File: config.mk
export PLATFORM = sky130hd
export DESIGN_NAME = spi_memory_param
export DESIGN_NICKNAME = d
export VERILOG_FILES = /design/src/rtl/spi_memory_param.sv
export SDC_FILE = /design/constraint.sdc
export NUM_CORES = 1
export LEC_CHECK = 0
export CAP_MARGIN = 15
export CELL_PAD_IN_SITES_DETAIL_PLACEMENT = 0
export CELL_PAD_IN_SITES_GLOBAL_PLACEMENT = 1
export CORE_ASPECT_RATIO = 1.1
export CORE_MARGIN = 10
export CORE_UTILIZATION = 45
export CTS_BUF_LIST = sky130_fd_sc_hd__clkbuf_2 sky130_fd_sc_hd__clkbuf_4 sky130_fd_sc_hd__clkbuf_8
export DETAILED_ROUTE_END_ITERATION = 10
export PLACE_DENSITY_LB_ADDON = 0.1
export SYNTH_ARGS = -nofsm -noshare
export SYNTH_HDL_FRONTEND = slang
export SYNTH_SLANG_ARGS = --single-unit
File: constraint.sdc
create_clock -name clk -period 2.9 [get_ports clk]
set_clock_uncertainty 0.15 [all_clocks]
set_input_delay 0.58 -clock clk [delete_from_list [all_inputs] [get_ports clk]]
set_output_delay 0.58 -clock clk [all_outputs]
set_load 0.01 [all_outputs]
File: src/rtl/spi_memory_param.sv
// SPI mode-0 slave fronting a DEPTH x DATA_W RAM with burst read/write and address auto-increment (optional FAULT_INJECT_EN).
// Latency: SPI pins reach the FSM SYNC_STAGES+1 clk after a pin transition; each read word loads one clk after its command/word ends.
// Backpressure: none; the SPI master paces every transfer, and a cs rise aborts the frame (a partial write word is dropped).
module spi_memory_param #(
    parameter int ADDR_W      = 7,
    parameter int DATA_W      = 8,
    parameter int SYNC_STAGES = 2
) (
    input  logic       clk,
    input  logic       rst_n,
    input  logic       sclk_pin,
    input  logic       cs_pin,
    input  logic       mosi_pin,
    output logic       miso_pin,
    output logic       miso_oe,
    input  logic       fault_pin,
    output logic [3:0] leds
);

    localparam int DEPTH   = 2 ** ADDR_W;
    localparam int CNT_MAX = (ADDR_W + 1 > DATA_W) ? ADDR_W + 1 : DATA_W;
    localparam int CNT_W   = $clog2(CNT_MAX + 1);
    localparam int FLUSH_W = $clog2(SYNC_STAGES + 2);

    typedef enum logic [2:0] {
        ST_IDLE      = 3'd0,
        ST_CMD       = 3'd1,
        ST_RD_LOAD   = 3'd2,
        ST_RD_SHIFT  = 3'd3,
        ST_WR_SHIFT  = 3'd4,
        ST_WR_COMMIT = 3'd5
    } state_t;

    state_t              state;
    state_t              next_state;
    logic [SYNC_STAGES-1:0] sclk_sync;
    logic [SYNC_STAGES-1:0] cs_sync;
    logic [SYNC_STAGES-1:0] mosi_sync;
    logic                sclk_d;
    logic                cs_d;
    logic                sclk_rise;
    logic                sclk_fall;
    logic                cs_fall;
    logic                cs_rise;
    logic                mosi_bit;
    logic [FLUSH_W-1:0]  flush_cnt;
    logic                armed;
    logic [CNT_W-1:0]    bit_cnt;
    logic [ADDR_W-1:0]   addr;
    logic [DATA_W-1:0]   shreg;
    logic [DATA_W-1:0]   sh_next;
    logic [DATA_W-1:0]   rd_word;
    logic                fault_active;
    logic                mem_we;
    logic [DATA_W-1:0]   mem [DEPTH];

    always_ff @(posedge clk) begin
        if (!rst_n) begin
            sclk_sync <= '0;
            cs_sync   <= '1;
            mosi_sync <= '0;
            sclk_d    <= 1'b0;
            cs_d      <= 1'b1;
        end else begin
            sclk_sync <= {sclk_sync[SYNC_STAGES-2:0], sclk_pin};
            cs_sync   <= {cs_sync[SYNC_STAGES-2:0], cs_pin};
            mosi_sync <= {mosi_sync[SYNC_STAGES-2:0], mosi_pin};
            sclk_d    <= sclk_sync[SYNC_STAGES-1];
            cs_d      <= cs_sync[SYNC_STAGES-1];
        end
    end

    assign sclk_rise = sclk_sync[SYNC_STAGES-1] & ~sclk_d;
    assign sclk_fall = ~sclk_sync[SYNC_STAGES-1] & sclk_d;
    assign cs_rise   = cs_sync[SYNC_STAGES-1] & ~cs_d;
    assign cs_fall   = ~cs_sync[SYNC_STAGES-1] & cs_d & armed;
    assign mosi_bit  = mosi_sync[SYNC_STAGES-1];

    // A cs held low across reset release would look like a fall once the
    // synchronisers flush; only arm frame start after cs is seen high.
    always_ff @(posedge clk) begin
        if (!rst_n) begin
            flush_cnt <= '0;
            armed     <= 1'b0;
        end else if (flush_cnt != FLUSH_W'(SYNC_STAGES + 1)) begin
            flush_cnt <= flush_cnt + FLUSH_W'(1);
        end else if (cs_d) begin
            armed <= 1'b1;
        end
    end

`ifdef FAULT_INJECT_EN
    logic fault_q;
    always_ff @(posedge clk) begin
        if (!rst_n) fault_q <= 1'b0;
        else        fault_q <= fault_pin;
    end
    assign fault_active = fault_q;
`else
    logic unused_fault;
    assign unused_fault = fault_pin;
    assign fault_active = 1'b0;
`endif

    always_ff @(posedge clk) begin
        if (!rst_n) state <= ST_IDLE;
        else        state <= next_state;
    end

    always_comb begin
        next_state = state;
        case (state)
            ST_IDLE:      if (cs_fall) next_state = ST_CMD;
            ST_CMD:       if (sclk_rise && bit_cnt == CNT_W'(ADDR_W))
                              next_state = mosi_bit ? ST_RD_LOAD : ST_WR_SHIFT;
            ST_RD_LOAD:   next_state = ST_RD_SHIFT;
            ST_RD_SHIFT:  if (sclk_rise && bit_cnt == CNT_W'(DATA_W - 1))
                              next_state = ST_RD_LOAD;
            ST_WR_SHIFT:  if (sclk_rise && bit_cnt == CNT_W'(DATA_W - 1))
                              next_state = ST_WR_COMMIT;
            ST_WR_COMMIT: next_state = ST_WR_SHIFT;
            default:      next_state = ST_IDLE;
        endcase
        if (cs_rise) next_state = ST_IDLE;
    end

    assign rd_word = mem[addr];
    assign sh_next = shreg << 1;

    always_ff @(posedge clk) begin
        if (!rst_n) begin
            bit_cnt  <= '0;
            addr     <= '0;
            shreg    <= '0;
            miso_pin <= 1'b0;
            miso_oe  <= 1'b0;
        end else begin
            case (state)
                ST_IDLE: begin
                    bit_cnt  <= '0;
                    miso_pin <= 1'b0;
                    miso_oe  <= 1'b0;
                end
                ST_CMD: begin
                    if (sclk_rise) begin
                        if (bit_cnt == CNT_W'(ADDR_W)) begin
                            bit_cnt <= '0;
                        end else begin
                            addr    <= ADDR_W'({addr, mosi_bit});
                            bit_cnt <= bit_cnt + CNT_W'(1);
                        end
                    end
                end
                ST_RD_LOAD: begin
                    shreg    <= rd_word;
                    miso_pin <= rd_word[DATA_W-1];
                    miso_oe  <= 1'b1;
                    addr     <= addr + ADDR_W'(1);
                    bit_cnt  <= '0;
                end
                ST_RD_SHIFT: begin
                    // The first fall after a load belongs to the previous word's last bit.
                    if (sclk_fall && bit_cnt != '0) begin
                        shreg    <= sh_next;
                        miso_pin <= sh_next[DATA_W-1];
                    end
                    if (sclk_rise) bit_cnt <= bit_cnt + CNT_W'(1);
                end
                ST_WR_SHIFT: begin
                    if (sclk_rise) begin
                        shreg   <= DATA_W'({shreg, mosi_bit});
                        bit_cnt <= bit_cnt + CNT_W'(1);
                    end
                end
                ST_WR_COMMIT: begin
                    addr    <= addr + ADDR_W'(1);
                    bit_cnt <= '0;
                end
                default: begin
                    bit_cnt  <= '0;
                    miso_pin <= 1'b0;
                    miso_oe  <= 1'b0;
                end
            endcase
            if (cs_rise) begin
                bit_cnt  <= '0;
                miso_pin <= 1'b0;
                miso_oe  <= 1'b0;
            end
        end
    end

    // Commit completes even when cs rises in the same cycle.
    assign mem_we = rst_n && (state == ST_WR_COMMIT) && !fault_active;

    always_ff @(posedge clk) begin
        if (mem_we) mem[addr] <= shreg;
    end

    assign leds = {fault_active, state};

endmodule

; ---- Word-level counts from Yosys, hierarchy flattened
; Memory sizes are Yosys's and may differ from the RTL's. A register that Yosys moved wholly into a read port is not among the register bits.
; Index checks and enable logic that the tools add are counted.
; W data, S select, Z words.
[totals]
register_bits = 35
ram_bits = 1024
out_inout_bits = 6
elab_cells = 86
mem_count = 1
[memory_table]
columns = memory, words, width, read_ports, rd_clocked_by_memory_dff, wr, line
row1 = mem, 128, 8, 1, 1, 1, 55  ; logic [DATA_W-1:0] mem [DEPTH];
[classes]
n_addsub = 3
eq_ne = 16
n_mux = 23
bitwise = 12
n_reduce_logical = 18
[op_table]
columns = cell, count
row1 = $mux W7, 4
row2 = $pmux W8 S3, 1
row3 = $ne A2 B2 Y1 const B, 9
row4 = $pmux W3 S6, 1
row5 = $mux W8, 2
row6 = $mux W3, 5
row7 = $pmux W7 S2, 1
row8 = $mux W4, 3
row9 = $pmux W4 S2, 1
row10 = $add A7 B1 Y7 const B, 1
row11 = $not A1 Y1, 7
row12 = $eq A3 B2 Y1 const B, 2
row13 = $eq A3 B3 Y1 const B, 2
row14 = $reduce_and A2 Y1, 3
row15 = $reduce_and A3 Y1, 2
row16 = $reduce_or A2 Y1, 3
row17 = $and A1 B1 Y1, 5
row18 = $add A4 B1 Y4 const B, 1
row19 = $eq A4 B3 Y1 const B, 1
row20 = $reduce_and A4 Y1, 1
row21 = $reduce_bool A4 Y1, 1
row22 = $reduce_or A4 Y1, 1
row23 = $eq A3 B1 Y1 const B, 1
row24 = $logic_and A1 B1 Y1, 3
row25 = 9 further kinds, 11

; ---- Logic depth before layout (Yosys ltp)
; Gate-level depths: netlist (run 1).
[logic_depth]
depth_word = 6
depth_mapped = 12
mapped_depth_nobuf = 8

; ---- Least setup slack after synthesis (run 1)
; OpenSTA, ideal clock, no wires.
[synth_path]
path_type = in2reg
from = in rst_n
to = mem mem[67][0] (enable)
setup_time_ns = 0.395
arrival_time_ns = 2.348
required_ns = 2.355
path_slack_ns = 0.007
cell_stages = 4
path_buffers = 0
cell_sequence = nand2_1 -> nor3_1 -> nand3_1 -> nor4bb_1
[synth_between]
elab_chain_len = 3
[synth_lines]
columns = element, line
row1 = from (decl), 10  ; input logic rst_n,
row2 = $logic_and A1 B1 Y1, 194  ; assign mem_we = rst_n && (state == ST_WR_COMMIT) && !fault_active;
row3 = $mux W1, 197  ; if (mem_we) mem[addr] <= shreg;
row4 = $mux W1 (implied by the code), 197
row5 = to (decl), 55
; No other way between the ends.

==> summary.md, run 1 <==
| Metric | Value |
|---|---|
| Status | complete, no violations |
| CP Data Arrival Time | 3.43 ns |
| Unrepaired setup endpoints after global routing | yes |
| Port buffer count | 9 |
| Hold WC Path Type | in -> reg |
| Fmax | ~350 MHz |
| Relative slew margins | a little over 30% |
| Mean number of vias per cell | approximately 5.7 |
| WP data required | about 3.5 ns |
| Vias in the first global route | approximately 22000 |
| Initial drt markers | just over 2000 |
| Synth Cell Area | 41610 sq um |
| FILL cells | 7144 |
| Power density over the cells | between 500 and 600 nW/um^2 |
| CP Class | reg -> reg |
| Max-cap violations | 0 |
| Pins Over Slew Limit | 0 |
| WHS | around 0.18 ns |
| First-pass GRT wire length | 151400 um |
| Peak supply drop | roughly 430 uV |
| Post-Layout Cell Count | approximately 3700 |
| WL/cell | 27.92 um |
| Starting density of the core | 45.51% |
| Core Area | slightly above 90000 sq um |
| DRC viols | 0 |
| Final nets | 2418 |
| CP Max Fanout | 40 |
| Root buffer cell | clkbuf_8 |
| Clock buffer count from CTS | ~170 |
| Layout cells sized above 1 | between 30% and 40% |
| Final Hold Vio Count | 0 |
| CP Launch Type | register |
| Crit. End Element | register |
| Pleak | ~18 nW |
| Sequential share of the synthesized area | between 70% and 80% |
| TritonCTS Sinks | roughly 1100 |
| Syn Inst Count | 2019 |
| TritonRoute pass-1 iters | 5 |
| Area of the die | 105100 sq um |
| Tcrit/Tclk final | between 90% and 100% |
| WL final | roughly 100000 um |
| Hpwl dp | about 64000 um |
| TritonCTS clock tree | built |
| Initial antenna violation count | 1 |
| Row cnt | 116 |
| Max clock buf depth | 3 |
| Clock Latency Late Sink | slightly above 0.8 ns |
| Post-layout min period | slightly below 3 ns |
| Syn Nets | roughly 2000 |
| H-tree levels | 4 |
| Synth-to-Final Area Change | 17.99% |
| Die Ht | around 340 um |
| GP Congestion | around 0.83 |
| EDFF count, synth | ~1000 |
| GR Util All Layers | between 10% and 20% |
| Routed Antenna Nets | 0 |
| GRT overflow | 0 |
| Inst Count DP | between 3000 and 4000 |
| Prevailing post-synth register cell | edfxtp_1 |
| Synth unique cells | just under 60 |
| Final setup vio count | 0 |
| Number of synthesized register bits | 1066 |
| Worst Max-Slew Pin Slew | approximately 1.0 ns |
| Avg Inst Size Synth | around 20 sq um |
| Vias | ~21000 |
| Post-synth ARST share | 0% |
| IO Pins | 12 |
| Clk pin slew, worst setup/hold paths | approximately 0.060 ns |
| Largest net degree at the start of global routing | between 60 and 70 |
| Die width | just over 300 um |
| Synthesis Warnings | 0 |
-- kinds of logic after synthesis --
family / count (synthesis) / share of synthesized area [%]
DFF: 1066 / 75.92
muxes: 321 / 15.94
and+or+nand+nor: 340 / 3.749
AOI/OAI and AO/OA: 160 / 2.601
adders and majority gates: 4 / 0.1203
xor gates and xnor gates: 4 / 0.08421
buffers and inverters: 123 / 1.579
other: 1 / 0.009012
-- where the power goes --
group / switching [mW] / internal [mW] / leakage (nW)
registers: 0.00782 / 16.6 / 11.7
clock network: 5.94 / 6.79 / 1.79
logic: 0.0290 / 0.0282 / 4.21
-- routing by layer --
layer,vias to the layer above,wire [um],share of wire (%),global-route usage (%)
li1,9188,-,-,-
met3,162,5360,5.2,3.713
met1,11310,45680,44,27.87
met4,0,2935,2.8,6.903
met2,623,50040,48,30.95
met5,-,0,0,0
-- cell usage in the layout, fill, tap and decap left out, types with 10 or more instances in the layout --
cell	Yosys	final
buf_12	5	33
dfxtp_4	0	11
nor3_1	10	10
nor2b_1	19	16
buf_4	10	275
clkbuf_4	0	46
a21oi_1	36	33
edfxtp_1	1024	1024
nor2_1	151	150
clkinv_1	0	39
nand3_1	38	38
a22oi_1	54	53
mux2i_1	47	41
mux4_2	252	254
dfxtp_1	42	29
clkinv_2	0	23
clkbuf_8	0	181
mux4_1	16	14
nand2_1	67	67
o21ai_0	16	14
-- synthesized netlist by cell type (10+ instances only) --
| cell | instances | area share (%) |
|---|---|---|
| clkbuf_1 | 50 | 0.45 |
| mux4_1 | 16 | 1.0 |
| nor3_1 | 10 | 0.12 |
| nor2b_1 | 19 | 0.29 |
| buf_2 | 25 | 0.30 |
| a21oi_1 | 36 | 0.43 |
| a22oi_1 | 54 | 0.97 |
| dfxtp_1 | 42 | 2.0 |
| nand2_1 | 67 | 0.60 |
| nand3_1 | 38 | 0.46 |
| mux2i_1 | 47 | 1.1 |
| mux4_2 | 252 | 14 |
| buf_4 | 10 | 0.18 |
| edfxtp_1 | 1024 | 74 |
| o21ai_0 | 16 | 0.19 |
| buf_1 | 19 | 0.17 |
| nor2_1 | 151 | 1.4 |
-- layout make-up --
type,instances,area [sq um],share of cell area (%)
antenna,2,5.005,0.01019
multi-input combinational,830,9447,19.24
sequential,1066,31630,64.43
inverter,8,30.03,0.06116
timing repair buffer,330,3119,6.353
clock inverter,82,551.8,1.124
tap,1180,1476,3.007
clock buffer,227,2836,5.777
-- registers in the layout, summed over array words and instances (netlist names), 2 cells and up, named ones only --
| name | cells |
|---|---|
| mem | 1024 |
| shreg | 8 |
| addr | 7 |
| bit_cnt | 4 |
| state | 3 |
| cs_sync | 2 |
| flush_cnt | 2 |
| mosi_sync | 2 |
| sclk_sync | 2 |
-- what timing repair did --
action,CTS,global route
gates cloned,2,1
pin swaps,0,0
setup buffers,5,0
resized for setup,12,19
endpoints found under the setup margin,7,9
hold buffers,0,0
-- per-stage QoR --
| stage | total power [mW] | TNS, ns | instance area (sq um) | worst slack (ns) | util, % |
|---|---|---|---|---|---|
| finish | 29.40 | 0 | 49100 | 0.01811 | 53.70 |
| CTS | 29.75 | 0 | 48990 | 0.003367 | 53.58 |
| global route | 30.39 | -0.07061 | 49100 | -0.05891 | 53.69 |
| detailed placement | 17.00 | -0.1716 | 45420 | -0.03783 | 49.67 |
| floorplan | 16.99 | 0 | 41610 | 0.006902 | - |
| global placement | 17.00 | -0.3966 | 45420 | -0.08404 | 49.67 |
-- path summary, 6_finish.rpt --
kind	depth (start not counted)	start	slack [ns]	end
setup reg to reg	8	register	0.02	shreg[0]
hold reg to reg	1	cs_sync[0]	0.27	cs_sync[1]
hold / removal	2	cs_pin	0.18	cs_sync[0]
setup / recovery	8	register	0.02	shreg[0]
-- critical path, cell delays in order, from the launching register on --
cell and delay (ns):
dfxtp_4 0.52, buf_16 0.28, buf_6 0.20, mux4_2 0.49
mux2_2 0.32, a21oi_1 0.17, o21ai_0 0.21, nand3_1 0.23
a31oi_1 0.12
Note: power is estimated with default switching activity, not from simulation.
==> run 2, diff against run 1 <==
--- a/config.mk
+++ b/config.mk
@@ -9,11 +9,12 @@
 export CELL_PAD_IN_SITES_DETAIL_PLACEMENT = 0
 export CELL_PAD_IN_SITES_GLOBAL_PLACEMENT = 1
 export CORE_ASPECT_RATIO = 1.1
-export CORE_MARGIN = 10
+export CORE_MARGIN = 2
 export CORE_UTILIZATION = 45
 export CTS_BUF_LIST = sky130_fd_sc_hd__clkbuf_2 sky130_fd_sc_hd__clkbuf_4 sky130_fd_sc_hd__clkbuf_8
 export DETAILED_ROUTE_END_ITERATION = 10
 export PLACE_DENSITY_LB_ADDON = 0.1
+export SKIP_CTS_REPAIR_TIMING = 1
 export SYNTH_ARGS = -nofsm -noshare
 export SYNTH_HDL_FRONTEND = slang
 export SYNTH_SLANG_ARGS = --single-unit
==> summary.md, run 2 (synthesis results as in run 1) <==
| Metric | Value |
|---|---|
| Initial drt markers | between 1500 and 2000 |
| Synth-to-Final Area Change | 17.62% |
| Worst Max-Slew Pin Slew | 0.8102 ns |
| DRC viols | 0 |
| Clk pin slew, worst setup/hold paths | about 0.06 ns |
| Mean number of vias per cell | about 5.7 |
| TritonCTS clock tree | built |
| Pre-CTS setup slack | -0.03453 ns |
| Row cnt | roughly 120 |
| GRT overflow | 0 |
| WL/cell | roughly 28 um |
| TritonRoute pass-1 iters | 5 |
| Hold WC Path Type | in -> reg |
| Core Area | ~90000 sq um |
| Clock Latency Late Sink | 0.86 ns |
| Area post-placement | around 45000 sq um |
| Initial antenna violation count | 1 |
| FILL cells | about 7000 |
| Die Ht | about 320 um |
| Largest net degree at the start of global routing | ~120 |
| CP Launch Type | register |
| H-tree levels | 4 |
| Pleak | 17.63 nW |
| Final core occ | a little over half |
| CP Class | reg -> reg |
| Most common cell after layout, fill and taps aside | edfxtp_1 |
| Root buffer cell | clkbuf_8 |
| Commonest non-fill, non-tap cells in the layout | edfxtp_1, buf_4, mux4_2 |
| Hpwl dp | 67290 um |
| GP Congestion | 0.8441 |
| Relative slew margins | between 40% and 50% |
| CP Max Fanout | 6 |
| Top flop regs | mem (1024), shreg (8), addr (7) |
| Die width | 293.9 um |
| CP Data Arrival Time | roughly 3.4 ns |
| Largest register FFs | 1024 |
| WL final | 105900 um |
| TritonCTS Sinks | between 1000 and 1500 |
| Power density over the cells | between 500 and 600 nW/um^2 |
| WL met1 | between 40000 and 50000 um |
| Tcrit/Tclk final | a little over nine tenths |
| Fin area | 48940 sq um |
| Routed Antenna Nets | 0 |
| WP data required | about 3.5 ns |
| Final WS setup | just over 0.09 ns |
| Port buffer count | 9 |
| Top routing layer in use | met4 |
| Unrepaired setup endpoints after global routing | yes |
| First-pass GRT wire length | between 150000 and 200000 um |
| Pins Over Slew Limit | 0 |
| GR Util All Layers | a little under a quarter |
| Status | complete, no violations |
| WL met3 | 5726 um |
| Max clock buf depth | 3 |
| Setup TNS Final | 0 ns |
| Final Hold Vio Count | 0 |
| Max-cap violations | 0 |
| Post-layout min period | ~2.8 ns |
| Crit. End Element | register |
| Fmax | about 360 MHz |
| Starting density of the core | 45.58% |
| Clock buffer count from CTS | ~170 |
| Layout cells sized above 1 | approximately a third |
| Area of the die | 94920 sq um |
| Vias | ~21000 |
| Vias in the first global route | approximately 22000 |
| Met2 WL post-DR | between 50000 and 60000 um |
| Power consumption | between 20 and 30 mW |
| Largest Register | mem |
| IO Pins | 12 |
| Peak supply drop | about 400 uV |
| Final nets | about 2400 |
| Final setup vio count | 0 |
run 2: changes by cell type in the layout (fill, tap and decap cells not counted), moves of 3 or more:
| cell | change |
|---|---|
| buf_4 | +9 |
| clkinv_2 | -9 |
| inv_8 | -4 |
| mux2i_2 | -3 |
| clkbuf_16 | +3 |
| mux2i_1 | +6 |
| mux2i_4 | -3 |
| clkbuf_4 | +19 |
| clkbuf_8 | -5 |
| buf_12 | -7 |
run 2: through the flow:
step	hold WS, ns	cells
CTS	0.08541	3714
finish	0.1593	3722
floorplan	0.2363	2019
detailed placement	0.2782	3407
global placement	0.2731	3407
global route	0.1131	3722
run 2: final cells by class:
| cell class | count | area [sq um] | area share [%] |
|---|---|---|---|
| repair buffers | 330 | 3019 | 6.169 |
| clock buffers | 241 | 2910 | 5.946 |
| clock inverters | 66 | 436.7 | 0.8922 |
| multi-input cells | 830 | 9433 | 19.27 |
| well taps | 1180 | 1476 | 3.017 |
| flip-flops and latches | 1066 | 31640 | 64.64 |
| diodes | 1 | 2.502 | 0.005113 |
| inverters | 8 | 30.03 | 0.06135 |
run 2: layer usage:
| metal | track usage (%) | up-vias |
|---|---|---|
| met3 | 4.466 | 160 |
| met2 | 36.70 | 664 |
| met5 | 0 | - |
| met4 | 7.517 | 0 |
| met1 | 31.07 | 11210 |
| li1 | - | 9175 |
run 2: power breakdown:
part	internal, mW	switching (mW)	total [mW]
sequential	16.6	0.00907	16.6
combinational	0.0274	0.0292	0.0566
clock	6.83	5.80	12.6
total	23.5	5.83	29.3
run 2: worst max-delay path: stages (launching register included):
cell and delay (ns):
dfxtp_4 0.41, buf_4 0.14, buf_12 0.11, mux4_1 0.67, mux4_2 0.50, or3_1 0.35, nand3_1 0.12, a21oi_1 0.06
a22o_1 0.20
run 2: path summary, 6_finish.rpt:
path           endpoint  cells past startpoint  slack (ns)       start
min          cs_sync[0]                      2        0.16      cs_pin
max reg2reg    shreg[4]                      8        0.09    register
max            shreg[4]                      8        0.09    register
min reg2reg  cs_sync[1]                      1        0.28  cs_sync[0]
